### config.mk
export PLATFORM = sky130hd
export DESIGN_NAME = score_display_ctrl
export DESIGN_NICKNAME = d
export VERILOG_FILES = /design/src/rtl/score_pkg.sv /design/src/rtl/hex7seg.sv /design/src/rtl/score_display_ctrl.sv
export SDC_FILE = /design/constraint.sdc
export NUM_CORES = 1
export LEC_CHECK = 0
export CORE_MARGIN = 3
export CORE_UTILIZATION = 40
export DETAILED_ROUTE_END_ITERATION = 16
export MAX_ROUTING_LAYER = met4
export SETUP_SLACK_MARGIN = 0.05
export SYNTH_ARGS = -nofsm -noshare
export SYNTH_HDL_FRONTEND = slang
export SYNTH_SLANG_ARGS = --single-unit
export TNS_END_PERCENT = 50
### constraint.sdc
create_clock -name clk -period 2.9 [get_ports clk]
set_clock_uncertainty 0.2 [all_clocks]
set_input_delay 0.58 -clock clk [delete_from_list [all_inputs] [get_ports clk]]
set_output_delay 0.58 -clock clk [all_outputs]
set_load 0.01 [all_outputs]
### src/rtl/score_pkg.sv
// Shared types and constants for the score readout: FSM encoding, segment
// constants and the double-dabble nibble correction.
package score_pkg;

    typedef enum logic [1:0] {
        S_IDLE    = 2'd0,
        S_CONVERT = 2'd1,
        S_LOAD    = 2'd2
    } state_t;

    localparam logic [6:0]  SEG_BLANK = 7'b1111111;
    localparam int unsigned SCORE_MAX = 9999;

    // Shift-add-3 correction applied to each BCD nibble before every shift.
    function automatic logic [3:0] dd_adj(input logic [3:0] n);
        return (n >= 4'd5) ? n + 4'd3 : n;
    endfunction

endpackage

### src/rtl/hex7seg.sv
// Hex digit to active-low seven-segment pattern, segment order {a,b,c,d,e,f,g}.
module hex7seg (
    input  logic [3:0] hex,
    output logic [0:6] display
);

    always_comb begin
        display = 7'b1111111;
        case (hex)
            4'h0: display = 7'b0000001;
            4'h1: display = 7'b1001111;
            4'h2: display = 7'b0010010;
            4'h3: display = 7'b0000110;
            4'h4: display = 7'b1001100;
            4'h5: display = 7'b0100100;
            4'h6: display = 7'b0100000;
            4'h7: display = 7'b0001111;
            4'h8: display = 7'b0000000;
            4'h9: display = 7'b0000100;
            4'hA: display = 7'b0001000;
            4'hB: display = 7'b1100000;
            4'hC: display = 7'b0110001;
            4'hD: display = 7'b1000010;
            4'hE: display = 7'b0110000;
            4'hF: display = 7'b0111000;
            default: display = 7'b1111111;
        endcase
    end

endmodule

### src/rtl/score_display_ctrl.sv
// Four-digit score readout: binary score in, multi-cycle BCD conversion,
// registered digits, leading-zero blanking and game-over blink on HEX3..HEX0.
module score_display_ctrl
    import score_pkg::*;
#(
    parameter int SCORE_W   = 14,
    parameter int BLINK_DIV = 25000000,
    parameter int LZ_BLANK  = 1
) (
    input  logic               clk,
    input  logic               reset,
    input  logic               score_valid,
    input  logic [SCORE_W-1:0] score,
    output logic               ready,
    input  logic               game_over,
    output logic [15:0]        digits,
    output logic [0:6]         HEX0,
    output logic [0:6]         HEX1,
    output logic [0:6]         HEX2,
    output logic [0:6]         HEX3,
    output logic [1:0]         state_dbg
);

    localparam int SR_W = 16 + SCORE_W;
    localparam int CW   = $clog2(SCORE_W + 1);
    localparam int BW   = (BLINK_DIV > 1) ? $clog2(BLINK_DIV) : 1;
    localparam logic [CW-1:0] ITER_LAST  = CW'(SCORE_W - 1);
    localparam logic [BW-1:0] BLINK_LAST = BW'(BLINK_DIV - 1);

    state_t             state, state_nxt;
    logic [SR_W-1:0]    sr, sr_adj, sr_step;
    logic [CW-1:0]      iter;
    logic [SCORE_W-1:0] score_sat;
    logic [BW-1:0]      blink_cnt;
    logic               blink_off;

    assign state_dbg = state;

    // Handshake: a transfer happens on a rising edge where score_valid & ready
    // are both high; score is sampled only then. ready is high only in IDLE and
    // offers made while it is low are dropped, never queued.
    assign score_sat = (32'(score) > SCORE_MAX) ? SCORE_W'(SCORE_MAX) : score;

    always_comb begin
        sr_adj = sr;
        for (int i = 0; i < 4; i++)
            sr_adj[SCORE_W + 4*i +: 4] = dd_adj(sr[SCORE_W + 4*i +: 4]);
    end

    assign sr_step = {sr_adj[SR_W-2:0], 1'b0};

    always_comb begin
        state_nxt = state;
        ready     = 1'b0;
        case (state)
            S_IDLE: begin
                ready = 1'b1;
                if (score_valid)
                    state_nxt = S_CONVERT;
            end
            S_CONVERT: begin
                if (iter == ITER_LAST)
                    state_nxt = S_LOAD;
            end
            S_LOAD:  state_nxt = S_IDLE;
            default: state_nxt = S_IDLE;
        endcase
    end

    always_ff @(posedge clk) begin
        if (reset)
            state <= S_IDLE;
        else
            state <= state_nxt;
    end

    // digits are only written in LOAD, so the display never shows partial sums.
    always_ff @(posedge clk) begin
        if (reset) begin
            sr     <= '0;
            iter   <= '0;
            digits <= '0;
        end else begin
            case (state)
                S_IDLE: begin
                    if (score_valid) begin
                        sr   <= {16'b0, score_sat};
                        iter <= '0;
                    end
                end
                S_CONVERT: begin
                    sr   <= sr_step;
                    iter <= iter + CW'(1);
                end
                S_LOAD:  digits <= sr[SR_W-1:SCORE_W];
                default: ;
            endcase
        end
    end

    always_ff @(posedge clk) begin
        if (reset || !game_over) begin
            blink_cnt <= '0;
            blink_off <= 1'b0;
        end else if (blink_cnt == BLINK_LAST) begin
            blink_cnt <= '0;
            blink_off <= ~blink_off;
        end else begin
            blink_cnt <= blink_cnt + BW'(1);
        end
    end

    logic [0:6] seg0, seg1, seg2, seg3;
    logic       lz1, lz2, lz3, all_off;

    hex7seg u_seg0 (.hex(digits[3:0]),   .display(seg0));
    hex7seg u_seg1 (.hex(digits[7:4]),   .display(seg1));
    hex7seg u_seg2 (.hex(digits[11:8]),  .display(seg2));
    hex7seg u_seg3 (.hex(digits[15:12]), .display(seg3));

    // Gating with game_over lets the digits return in the same cycle it drops.
    assign all_off = game_over & blink_off;
    assign lz3     = (LZ_BLANK != 0) && (digits[15:12] == 4'd0);
    assign lz2     = lz3 && (digits[11:8] == 4'd0);
    assign lz1     = lz2 && (digits[7:4] == 4'd0);

    assign HEX0 = all_off         ? SEG_BLANK : seg0;
    assign HEX1 = (all_off | lz1) ? SEG_BLANK : seg1;
    assign HEX2 = (all_off | lz2) ? SEG_BLANK : seg2;
    assign HEX3 = (all_off | lz3) ? SEG_BLANK : seg3;

endmodule

==> summary.md <==
| Metric | Value |
|---|---|
| Synth top area cells | dfxtp_1 39%, ha_1 8.1%, nor2_1 5.0%, mux2i_1 4.1%, nand2b_1 3.9% |
| Syn-to-layout area delta | 21.84% |
| Critical path peak fanout | 7 |
| Die footprint | 0.01494 sq mm |
| Area leader, netlist | dfxtp_1 |
| Critical Path AT | 1.99 ns |
| Layout cell share with drive strength beyond 1 | 10.45% |
| Mapped Nets | ~650 |
| Max stage delay cell, worst path | clkdlybuf4s50_1 |
| Primary FF master, synth | dfxtp_1 |
| WHS Path Cells | 2 |
| Avg Cell Area, Syn | 9.080 sq um |
| Worst VDD drop | approximately 0.27 mV |
| Pre-Repair DR Iteration Count | 5 |
| Final setup fails | 0 |
| Die Span Y | 122.2 microns |
| Lkg Pwr | 2.586 nW |
| Synthesized area | 0.005403 sq mm |
| Placed cells | around 810 |
| Post-synthesis cell count | 595 |
| DRT Wirelength | 11.23 mm |
| Antenna-violating nets left | 0 |
| Seq/Total Area, Yosys | 39.28% |
| Worst-case reg-to-reg path depth | 7 |
| Critical Path Start | digits[15] |
| CTS Buf Count | 9 |
| Startpoint types | register |
| Number of flops mapped to enable cells by yosys | 0 |
| Vias in the first global route | 4029 |
| TritonCTS sink count | 106 |
| Chip width | about 120 microns |
| RSZ-0062 raised after global routing | yes |
| Asr flop ratio synth | 0% |
| GRT Total Usage | 16.07% |
| Drt via density | around 5.1 |
| Crit Path Category | reg2out |
| Number of hold-repair buffers added at the cts stage | 0 |
| Top cell type's share of synthesized area | 39.28% |
| Final Max Tran Viols | 0 |
| Delay of the slowest critical-path stage | 0.53 ns |
| Fin. Hold Viols | 0 |
| Longest Clk Path Bufs | 2 |
| Initial drt markers | 270 |
| Drt wl/cell | 13.49 microns |
| Synth warn | 0 |
| Max-Cap Viols | 0 |
| Core Rows | 41 |
| Power per cell area | 471.3 mW/mm^2 |
| Worst-margin pin slew | 0.8023 ns |
| Boundary Pins | 65 |
| GRT overflow | 0 |
| Minimum clock period | 2.774 ns |
| Period utilization | 95.66% |
| Synth top cells by count | 106 x dfxtp_1, 72 x nor2_1, 39 x inv_1 |
| Drt drc | 0 |
| Core Region | 0.01293 sq mm |
| Largest net degree at the start of global routing | 27 |
| Critical-path cell list | nor4_4, and2_4, a21oi_1, buf_4, nand2b_1, clkdlybuf4s50_1 |
| DR vias | roughly 4200 |
| Hold path start | sr[0] |
| First-pass GRT wire length | 19.15 mm |
| Detail Placement HPWL | 8.158 mm |
| Run status | completed |
| Antenna diode count | 0 |
| Crit. End Element | output pin |
| Reg2reg start | state_dbg[0] |
| WHS | 0.2650 ns |
| Tot Pwr | 3.102 mW |
| Distinct cells, synth | 51 |
| HP Class | reg2reg |
| Req. time, crit path | 2.12 ns |
| Initial Util | about two fifths |
| Clock Latency Late Sink | roughly 0.34 ns |
| Worst rel slew slack | 46.31% |
| H-tree depth | 3 |
| Highest clock rate | 360.5 MHz |
| Clk slew on worst S/H paths | 0.07 ns |
| CTS tree | done |
| Most numerous cell in the Yosys netlist | dfxtp_1 |
| Port Buffer Count | 64 |
| Synthesized flop and latch total | 106 |
| Setup TNS | 0 ns |
| Finished Layout Cells | ~830 |
| CTS root buffer | clkbuf_16 |
| Nets | ~710 |
| GPL Wtd Cong | 0.8429 |
| Initial antenna violation count | 0 |
[layout by cell type, fill, tap and decap left out, drive strengths merged, types with 13 or more instances in the layout]
cell and instances:
nor2 78, clkdlybuf4s50 52, inv 39, nor4 24, nand2 22, nand3 24, nor3 24, nand2b 34
dfxtp 106, ha 35, o21ai 15, xnor2 19, buf 18, mux2i 25, xor2 16, a21oi 13
[flip-flops by register name, summed over array words and instances, names as in the netlist]
| register | count |
|---|---|
| state_dbg | 2 |
| sr | 30 |
| u_seg0.display | 7 |
| digits | 16 |
| u_seg1.display | 7 |
| u_seg3.display | 7 |
| iter | 4 |
| blink_off | 1 |
| u_seg2.display | 7 |
| blink_cnt | 25 |
[timing repair]
item                       CTS  global route
gates cloned                 0             0
resized for setup           14             4
pin swaps                    2             2
setup endpoints to repair   22             8
buffers inserted             0             2
[final cells by class]
class                      count  area [sq um]
sequential                   106          2123
fill                        1233          6345
clock inverter                 5         125.1
timing repair buffer          81         764.5
clock buffer                  11         242.7
inverter                      40         150.1
multi-input combinational    417          2962
tap                          172         215.2
[worst max-delay path, delay by kind of cell, from the launching register on]
family	cells	cell delay, ns
and+or+nand+nor	3	0.57
buffers and inverters	2	0.69
DFF	1	0.36
AOI/OAI and AO/OA	1	0.04
[kinds of logic after synthesis]
logic type | synth area share [%]
AOI/OAI and AO/OA | 9.217
and+or+nand+nor | 22.44
xor gates and xnor gates | 5.674
buffers and inverters | 6.577
adders and majority gates | 8.106
DFF | 39.28
muxes | 8.708
[metrics by stage]
stage	setup WS, ns	util, %	area (sq um)
floorplan	0.5715	-	5403
global placement	-0.07682	47.66	6161
detailed placement	-0.09507	47.66	6161
CTS	0.005684	50.73	6558
global route	0.03703	50.92	6583
finish	0.1258	50.92	6583
[per-layer routing]
| metal | track usage (%) | vias to the layer above | share of wire, % |
|---|---|---|---|
| met5 | - | - | 0 |
| met4 | 3.989 | 0 | 1.2 |
| met3 | 3.733 | 11 | 4.5 |
| met2 | 25.18 | 76 | 45 |
| met1 | 21.14 | 1957 | 49 |
| li1 | - | 2162 | - |
[power breakdown]
part           switching (mW)  internal [mW]
registers              0.0139           1.47
logic                  0.0755         0.0542
clock network           0.531          0.954
[worst paths after layout]
kind / end / slack (ns)
worst max-delay path: HEX2[1] / 0.13
worst min-delay path: sr[0] / 0.27
worst max register to register: u_seg0.display[3] / 0.37
worst min register to register: sr[0] / 0.27
(Power assumes the default switching activity.)
